**config.mk**
```make
export PLATFORM = sky130hd
export DESIGN_NAME = gemm_result_unloader
export DESIGN_NICKNAME = d
export VERILOG_FILES = /design/src/rtl/gemm_result_unloader_pkg.sv /design/src/rtl/gemm_result_unloader_tile_buffer.sv /design/src/rtl/gemm_result_unloader.sv
export SDC_FILE = /design/constraint.sdc
export NUM_CORES = 1
export LEC_CHECK = 0
export CELL_PAD_IN_SITES_DETAIL_PLACEMENT = 1
export CELL_PAD_IN_SITES_GLOBAL_PLACEMENT = 2
export CORE_MARGIN = 10
export CORE_UTILIZATION = 31
export CTS_CLUSTER_DIAMETER = 60
export DETAILED_ROUTE_END_ITERATION = 8
export PLACE_DENSITY_LB_ADDON = 0.1
export SETUP_SLACK_MARGIN = 0.2
export SYNTH_ARGS = -nofsm -noshare
export SYNTH_HDL_FRONTEND = slang
export SYNTH_SLANG_ARGS = --single-unit
```
**constraint.sdc**
```tcl
create_clock -name clk -period 22.4 [get_ports clk]
set_clock_uncertainty 0.2 [all_clocks]
set_input_delay 2.24 -clock clk [delete_from_list [all_inputs] [get_ports clk]]
set_output_delay 2.24 -clock clk [all_outputs]
set_load 0.01 [all_outputs]
```
**src/rtl/gemm_result_unloader_pkg.sv**
```systemverilog
// gemm_result_unloader_pkg: shared FSM state encoding and index width helper
package gemm_result_unloader_pkg;
  typedef enum logic [2:0] {ST_IDLE, ST_READ, ST_WAIT, ST_EMIT, ST_DONE} state_e;
  function automatic int idx_w(input int n);
    return (n > 1) ? $clog2(n) : 1;
  endfunction
endpackage

```
**src/rtl/gemm_result_unloader_tile_buffer.sv**
```systemverilog
// gemm_result_unloader_tile_buffer: NUM_ROW row registers with a row write port and combinational word read
module gemm_result_unloader_tile_buffer
  import gemm_result_unloader_pkg::*;
#(
  parameter int NUM_ROW = 4,
  parameter int NUM_COL = 4,
  parameter int W = 32,
  localparam int RW = idx_w(NUM_ROW),
  localparam int CW = idx_w(NUM_COL)
) (
  input  logic                 clk,
  input  logic                 i_we,
  input  logic [RW-1:0]        i_wrow,
  input  logic [NUM_COL*W-1:0] i_wdata,
  input  logic [RW-1:0]        i_rrow,
  input  logic [CW-1:0]        i_rcol,
  output logic [W-1:0]         o_rdata
);
  logic [NUM_COL*W-1:0] rows_q [NUM_ROW];
  logic [NUM_COL*W-1:0] row;
  always_ff @(posedge clk) begin
    if (i_we) rows_q[i_wrow] <= i_wdata;
  end
  assign row = rows_q[i_rrow];
  assign o_rdata = row[i_rcol*W +: W];
endmodule

```
**src/rtl/gemm_result_unloader.sv**
```systemverilog
// gemm_result_unloader: reads one output tile from the down SRAM and streams it column-major over valid/ready
module gemm_result_unloader
  import gemm_result_unloader_pkg::*;
#(
  parameter int NUM_ROW = 4,
  parameter int NUM_COL = 4,
  parameter int OUT_DATA_WIDTH = 32,
  parameter int LOG2_SRAM_BANK_DEPTH = 5,
  parameter int RD_LATENCY = 1,
  localparam int KW = idx_w(NUM_ROW*NUM_COL)
) (
  input  logic                              clk,
  input  logic                              rst_n,
  input  logic                              i_start,
  input  logic [LOG2_SRAM_BANK_DEPTH-1:0]   i_start_addr,
  output logic                              o_busy,
  output logic                              o_done,
  output logic                              o_down_rd_en,
  output logic [LOG2_SRAM_BANK_DEPTH-1:0]   o_down_rd_addr,
  input  logic [NUM_COL*OUT_DATA_WIDTH-1:0] i_down_rd_data,
  output logic [OUT_DATA_WIDTH-1:0]         o_data,
  output logic                              o_valid,
  input  logic                              i_ready,
  output logic [KW-1:0]                     o_index,
  output logic                              o_last
);
  localparam int RW = idx_w(NUM_ROW);
  localparam int CW = idx_w(NUM_COL);
  localparam int AW = LOG2_SRAM_BANK_DEPTH;
  localparam int L = RD_LATENCY;
  localparam int N = NUM_ROW * NUM_COL;
  state_e state_q, state_d;
  logic [RW-1:0] rc_q, rc_d;
  logic [KW-1:0] k_q, k_d;
  logic [AW-1:0] base_q, base_d;
  logic [L-1:0] pv_q, pv_d;
  logic [RW-1:0] pr_q [L];
  logic [RW-1:0] pr_d [L];
  logic cap, emit, last_beat;
  logic [OUT_DATA_WIDTH-1:0] word;
  assign cap = pv_q[L-1];
  assign emit = state_q == ST_EMIT;
  assign last_beat = k_q == KW'(N-1);
  always_comb begin
    state_d = state_q;
    rc_d = rc_q;
    k_d = k_q;
    base_d = base_q;
    pv_d[0] = state_q == ST_READ;
    pr_d[0] = rc_q;
    for (int i = 1; i < L; i++) begin
      pv_d[i] = pv_q[i-1];
      pr_d[i] = pr_q[i-1];
    end
    case (state_q)
      ST_IDLE: if (i_start) begin
        state_d = ST_READ;
        rc_d = '0;
        k_d = '0;
        base_d = i_start_addr;
      end
      ST_READ: begin
        rc_d = rc_q + 1'b1;
        state_d = rc_q == RW'(NUM_ROW-1) ? ST_WAIT : ST_READ;
      end
      ST_WAIT: state_d = cap && pr_q[L-1] == RW'(NUM_ROW-1) ? ST_EMIT : ST_WAIT;
      ST_EMIT: if (i_ready) begin
        k_d = k_q + 1'b1;
        state_d = last_beat ? ST_DONE : ST_EMIT;
      end
      default: state_d = ST_IDLE;
    endcase
  end
  always_ff @(posedge clk) begin
    if (!rst_n) begin
      state_q <= ST_IDLE;
      rc_q <= '0;
      k_q <= '0;
      base_q <= '0;
      pv_q <= '0;
      for (int i = 0; i < L; i++) pr_q[i] <= '0;
    end else begin
      state_q <= state_d;
      rc_q <= rc_d;
      k_q <= k_d;
      base_q <= base_d;
      pv_q <= pv_d;
      pr_q <= pr_d;
    end
  end
  gemm_result_unloader_tile_buffer #(
    .NUM_ROW(NUM_ROW),
    .NUM_COL(NUM_COL),
    .W(OUT_DATA_WIDTH)
  ) u_tile (
    .clk(clk),
    .i_we(cap),
    .i_wrow(pr_q[L-1]),
    .i_wdata(i_down_rd_data),
    .i_rrow(RW'(k_q % NUM_ROW)),
    .i_rcol(CW'(k_q / NUM_ROW)),
    .o_rdata(word)
  );
  assign o_busy = state_q != ST_IDLE;
  assign o_done = state_q == ST_DONE;
  assign o_down_rd_en = state_q == ST_READ;
  assign o_down_rd_addr = o_down_rd_en ? base_q + AW'(rc_q) : '0;
  assign o_valid = emit;
  assign o_data = emit ? word : '0;
  assign o_index = emit ? k_q : '0;
  assign o_last = emit && last_beat;
endmodule

```
Yosys cells after proc, flatten, opt, wreduce, memory -nomap -nowiden
Memories as Yosys holds them, arrays and structs flattened. A register that Yosys moved wholly into a read port is not among the register bits.
Cells that the tools add are included.
W data, S select, Z words.
Storage, ports and cells
  bits of input ports: 137
  memories kept: 1
  memory bits (writable): 512
  logic and storage cells: 48
  output and inout bits: 46
  flip-flop bits (word level): 17
Operators by class
  mux-type cells: 18
  equal/unequal tests: 9
  add/subtract/negate cells: 3
  shift-type cells: 1
  reductions and logical operators: 10
Memory list
  u_tile.rows_q: depth 4, bits a word 128, rd ports 1, clocked after Yosys merged registers in 1, wr ports 1, line gemm_result_unloader_tile_buffer.sv:19  | logic [NUM_COL*W-1:0] rows_q [NUM_ROW];
Operators by type and width (count)
  $shiftx A128 B8 Y32: 1
  $mux W32: 1
  $mux W4: 3
  $pmux W3 S4: 1
  $mux W3: 3
  $mux W2: 4
  $pmux W4 S2: 1
  $eq A3 B2 Y1 const B: 2
  $reduce_and A2 Y1: 3
  $add A5 B2 Y5: 1
  $mux W5: 1
  $add A4 B1 Y4 const B: 1
  $eq A2 B2 Y1 const B: 2
  $eq A4 B4 Y1 const B: 1
  $ne A2 B2 Y1 const B: 2
  $pmux W2 S2: 1
  $reduce_bool A2 Y1: 2
  $eq A3 B1 Y1 const B: 1
  $eq A3 B3 Y1 const B: 1
  $logic_not A3 Y1: 1
  $mux W1: 3
  $reduce_and A3 Y1: 1
  $reduce_bool A3 Y1: 1
  $add A2 B1 Y2 const B: 1
  $logic_and A1 B1 Y1: 2

Logic depth before layout (Yosys ltp)
Gate-level depths: netlist (run 1).
  depth after elaboration: 5
  gate-level depth with buffers: 7
  mapped depth without buffers: 5

Hierarchy
From an unflattened synthesis (run 1), not the netlist that was laid out.
Second synthesis, totals
  cells, all modules: 936
  area total of the unflattened synthesis: 20278.2 um2
By module, submodules not included
  gemm_result_unloader_tile_buffer: times used 1, seq. area each 15374.7 um2, cells each 788, area an instance 19115.8 um2
  gemm_result_unloader: times used 1, seq. area each 340.3 um2, cells each 148, area an instance 1162.4 um2

Least setup slack after synthesis (run 1)
OpenSTA, ideal clock, no wires.
  kind: register to register
  start: register pr_q[1] (netlist name)
  end: memory u_tile.rows_q[0][0] (netlist name) (enable)
  path buffers: 0
  data required time: 21.403 ns
  stages on the path, launching flop included: 2
  data arrival time: 9.567 ns
  library setup time: 0.797 ns
  setup slack: 11.836 ns
  clock period less this slack: 10.564 ns
  cells stage by stage: dfxtp_1 nor3b_1
RTL lines
  start: declaration: line gemm_result_unloader.sv:37  | logic [RW-1:0] pr_q [L];
  start signal: assignment: line gemm_result_unloader.sv:88  | pr_q <= pr_d;
  end: declaration: line gemm_result_unloader_tile_buffer.sv:19
Straight into the memory's write port.

==> results.cfg, run 1 <==
[final_layout]
nNetsFinal = 1234
drive_gt1_frac = 0.2154
fillCellCount = 6133
area_growth_pct = 24.13

[routing]
postRouteAntennaNets = 0
dr.pass1.iters = 4
wl_per_cell_um = 24.62
num_vias = 9723
drc = 0
vias_per_cell = 4.888
drt_wl_total_mm = 48.97
drt_first_iter_violations = 592

[cts]
hold_buffers = 0
ctsResizeCount = 0
numCtsBuffers = 66
cts_root_buf = clkbuf_16
cts_buffer_depth = 3
clkTransAtPathRegs_ns = 0.05
h-tree-depth = 3
cts_tree = yes
cts_setup_buffers = 0
clock_latency_ns = 0.58
clock_sinks = 531

[pwr]
power_density_mw_per_mm2 = 87.10
leakagePower_uw = 0.007686
power_uw = 2179
peakVddDrop_v = 0.00004751

[grt]
grt_pass1_wl_mm = 72.51
grt_pass1_vias = 10940
groute.usage.overall = 0.1298
grt_antenna_before_repair = 12
grt_use_met3 = 0.03716
grtUsageMet2 = 0.2174
grt_use_met1 = 0.1598
grt_max_degree = 129
gr-max-usage-layer = met2
grt-ovfl-total = 0

[synthesis]
yosysSeqAreaShare = 0.7817
ys_warn_count = 0
netlist_top_cells_area = edfxtp_1 76%, mux4_2 14%, dfxtp_1 1.9%
syn-cell-area_mm2 = 0.02016
syn_avg_cell_area_um2 = 22.96
synth_top_area_frac = 0.7628
yosys.area.top_type = edfxtp_1
synth_cells = 878
ys_types = 44
synthArstFlopShare = 0
syn_nets = 1020
yosys_most_used_dff = edfxtp_1
ys_ff_latch = 531
synth_edf_count = 512

[placement]
portBuffers = 182
dp_hpwl_mm = 26.55
place_congestion = 0.6639

[floorplan]
die_area_mm2 = 0.07562
ios = 183
die_w_um = 275.0
die_h_um = 275.0
num_rows = 93
start_util = 0.3127
coreArea_mm2 = 0.06446

[sta]
setup_violations = 0
fmax_mhz = 160.3
final.setup.tns_ns = 0
worst_pin_slew_ns = 0.9415
period_share = 0.2785
fin_crit_ns = 6.239
finalHoldViolCount = 0
relSlewSlack = 0.3723
rsz0062_at_grt = false
drv_slew = 0

[worst_setup_path]
worst-path-max-fanout = 105
critPathRequiredTime_ns = 19.96
start_kind = flip-flop
crit_type = reg2out
arrival_ns = 3.80
critical_path.endpoint_type = primary output

[min_path]
min_path_type = reg2reg

[run_status]
status = finished, final reports clean

[run]
drv_cap = 0
[power breakdown]
group          switching, uW  internal (uW)
sequential              4.30           1110
clock                    401            605
combinational           29.7           33.6
total                    435           1740
[worst max-delay path, stage by stage (launching register included)]
cell and delay [ns]:
dfxtp_4 0.70, buf_12 0.75, mux4_2 0.60, a22o_1 0.26, a221o_1 0.30, clkdlybuf4s50_1 0.50
[final cells by class]
cell class / instances / area, um^2 / area share
Sequential cell: 531 / 15760 / 0.6300
Multi-Input combinational cell: 290 / 4143 / 0.1656
Timing Repair Buffer: 195 / 1969 / 0.07872
Clock buffer: 77 / 1714 / 0.06851
Tap cell: 855 / 1070 / 0.04276
Clock inverter: 32 / 327.8 / 0.01310
Inverter: 8 / 30.03 / 0.001200
Antenna cell: 1 / 2.502 / 0.0001000
[flip-flops by register name, summed over array words and instances (netlist names), named ones only]
name and count:
pr_d 2, base_q 5, state_q 3, cap 1
u_tile.rows_q 512, k_q 4, pr_q 2
[stage by stage]
step | hold WS, ns | worst slack [ns] | area, um^2 | cells | utilization
floorplan | 0.2478 | 11.84 | 20160 | 878 | -
global placement | 0.2657 | 16.62 | 22970 | 1879 | 0.3564
detailed placement | 0.2781 | 16.62 | 22970 | 1879 | 0.3564
CTS | 0.2976 | 15.97 | 25020 | 1988 | 0.3881
global route | 0.3436 | 15.87 | 25020 | 1988 | 0.3881
finish | 0.2922 | 16.16 | 25020 | 1989 | 0.3881
[cells in the final DEF (no fill, tap or decap), types with 4 or more instances in the layout]
| cell type | count |
|---|---|
| edfxtp_1 | 512 |
| clkdlybuf4s50_1 | 182 |
| mux4_2 | 127 |
| clkbuf_16 | 67 |
| a22o_1 | 31 |
| a221o_1 | 31 |
| dfxtp_1 | 17 |
| nand2_1 | 16 |
| clkbuf_1 | 10 |
| clkinv_1 | 9 |
| buf_4 | 9 |
| and2_1 | 8 |
| a21boi_0 | 8 |
| inv_1 | 7 |
| a21oi_1 | 7 |
| clkinv_2 | 7 |
| nor2_1 | 6 |
| inv_6 | 5 |
| bufinv_16 | 5 |
| nand3_1 | 4 |
| o21ai_0 | 4 |
| ha_1 | 4 |
| buf_12 | 4 |
[synth_stat cells, drive strengths merged, types with 5 or more instances]
library cell	count
buf	25
a21boi	9
inv	8
a21oi	7
a221o	31
edfxtp	512
o21ai	5
nand2	16
mux4	127
nor2	9
dfxtp	19
clkbuf	24
and2	8
a22o	31
[cell families after synthesis]
group / after synthesis / share of synthesized area
xor+xnor: 2 / 0.0008692
flops: 531 / 0.7817
simple gates: 61 / 0.01726
fa+ha+maj: 5 / 0.003476
buf+inv: 57 / 0.01478
compound gates: 92 / 0.03855
mux: 130 / 0.1434
[final timing paths]
kind         cells past startpoint      start                    to  slack (ns)
max                              5  flip-flop            o_data[10]       16.16
min                              2  base_q[0]             base_q[0]        0.29
max reg2reg                      3    pr_q[1]  u_tile.rows_q[3][82]       19.20
min reg2reg                      2  base_q[0]             base_q[0]        0.29
[per-layer routing]
metal,part of all wire,vias up
met1,0.42,5211
met3,0.053,96
met2,0.50,191
li1,-,4205
met4,0.021,20
met5,0.0026,-
Power figures use the tool's default switching activity.
==> run 2: changes to the inputs <==
- clock period: 22.4 -> 6.2 ns (I/O delays scaled with it)
==> run 2 against run 1 <==
Compared with the run above:
- sequential cell count did not move
- hold slack got worse by 0.013 ns
- global-route usage barely moved
- via count fell by 0.77%
- wire length fell by 0.14%
- cell area fell by 0.34%
- clock-buffer cell count rose by 2
- setup slack got worse by 14 ns
- critical path depth did not move
- cell count rose by 0.35%
==> results.cfg, run 2 (synthesis results as in run 1) <==
[run_status]
status = finished, final reports clean

[placement]
post-place-cells = 1885
place_congestion = 0.6509
dp_hpwl_mm = 28.57
portBuffers = 182

[routing]
wl_per_cell_um = 24.50
vias_per_cell = 4.834
drc = 0
num_vias = 9648
drt_wl_total_mm = 48.90
postRouteAntennaNets = 0
dr.pass1.iters = 6
drt_first_iter_violations = 594

[min_path]
min_path_type = reg2reg
hp-start = base_q[4]
min_path_cells = 2
timing.hold.worst_endpoint = base_q[4]

[final_layout]
final_cell_mix = 512 x edfxtp_1, 182 x clkdlybuf4s50_1, 127 x mux4_2
final_util = 0.3868
largest_register = u_tile.rows_q
reg_top3 = u_tile.rows_q: 512 flops, base_q: 5 flops, k_q: 4 flops
drive_gt1_frac = 0.2096
area_growth_pct = 23.70
largest_reg_flops = 512
final_common_cell = edfxtp_1
nNetsFinal = 1234
fin_cells = 1996

[cts]
clock_latency_ns = 0.60
clkTransAtPathRegs_ns = 0.06
ctsResizeCount = 0
cts_buffer_depth = 3
hold_buffers = 0
cts_setup_buffers = 0
cts_tree = yes
numCtsBuffers = 60
h-tree-depth = 2
clock_sinks = 531
cts_root_buf = clkbuf_16

[pwr]
peakVddDrop_v = 0.0002029
leakagePower_uw = 0.007647
power_density_mw_per_mm2 = 307.4

[worst_setup_path]
reg2reg_depth = 3
critical_path.endpoint_type = primary output
start_kind = flip-flop
arrival_ns = 3.57
crit_type = reg2out
timing.rr.end = u_tile.rows_q[1][32]
r2r_start = pr_q[0]
worst-path-max-fanout = 54
reg2reg_slack_ns = 3.43
critPathRequiredTime_ns = 5.38

[sta]
final.setup.tns_ns = 0
fin_crit_ns = 4.394
whs_ns = 0.2794
fmax_mhz = 227.6
finalHoldViolCount = 0
period_share = 0.7087
rsz0062_at_grt = false
relSlewSlack = 0.3541
worst_pin_slew_ns = 0.9688
setup_violations = 0
drv_slew = 0

[grt]
grt_max_degree = 78
grt_antenna_before_repair = 7
grt_pass1_vias = 11030
grt_pass1_wl_mm = 73.08
groute.usage.overall = 0.1295
grt-ovfl-total = 0

[floorplan]
die_area_mm2 = 0.07562
coreArea_mm2 = 0.06446
start_util = 0.3127
num_rows = 93
die_h_um = 275.0
die_w_um = 275.0
ios = 183

[run]
drv_cap = 0
-- run 2: power by group --
part	internal, uW	switching (uW)	total (uW)
sequential	3990	15.7	4010
combinational	122	108	230
clock	2020	1410	3430
-- run 2: layout make-up --
type                            count  area, um^2
Fill cell                        6160       39530
Sequential cell                   531       15760
Multi-Input combinational cell    290        4149
Timing Repair Buffer              201        2014
Clock buffer                       79        1594
Tap cell                          855        1070
Clock inverter                     31       310.3
Inverter                            8       30.03
Antenna cell                        1       2.502
-- run 2: how the worst max path moves through the flow --
| stage | from | to | slack, ns |
|---|---|---|---|
| detailed placement | flip-flop | o_data[0] | 2.30 |
| CTS | flip-flop | o_data[0] | 1.61 |
| floorplan | pr_q[0] | u_tile.rows_q[1][0] | -0.38 |
| finish | flip-flop | o_data[0] | 1.81 |
| global route | flip-flop | o_data[10] | 1.54 |
| global placement | flip-flop | o_data[0] | 2.30 |
-- run 2: worst max-delay path, stage by stage (launching register included) --
cell and delay [ns]:
dfxtp_4 0.78, buf_12 0.45, mux4_2 0.58, a22o_1 0.26
a221o_1 0.29, clkdlybuf4s50_1 0.49
-- run 2: metrics by stage --
step           setup WS [ns]  area, um^2  total power [uW]
2_1_floorplan        -0.3788       20160              4158
3_3_place_gp           2.299       23030              4313
3_5_place_dp           2.305       23030              4319
4_1_cts                1.612       24930              7795
5_1_grt                1.540       24930              7957
6_report               1.806       24930              7666
-- run 2: per-layer routing --
layer  part of all wire  vias up  track usage
met4              0.018       12      0.03322
met1               0.42     5160       0.1601
met5             0.0018        -            0
met2               0.51      179       0.2248
met3              0.048       82      0.03074
li1                   -     4215            -
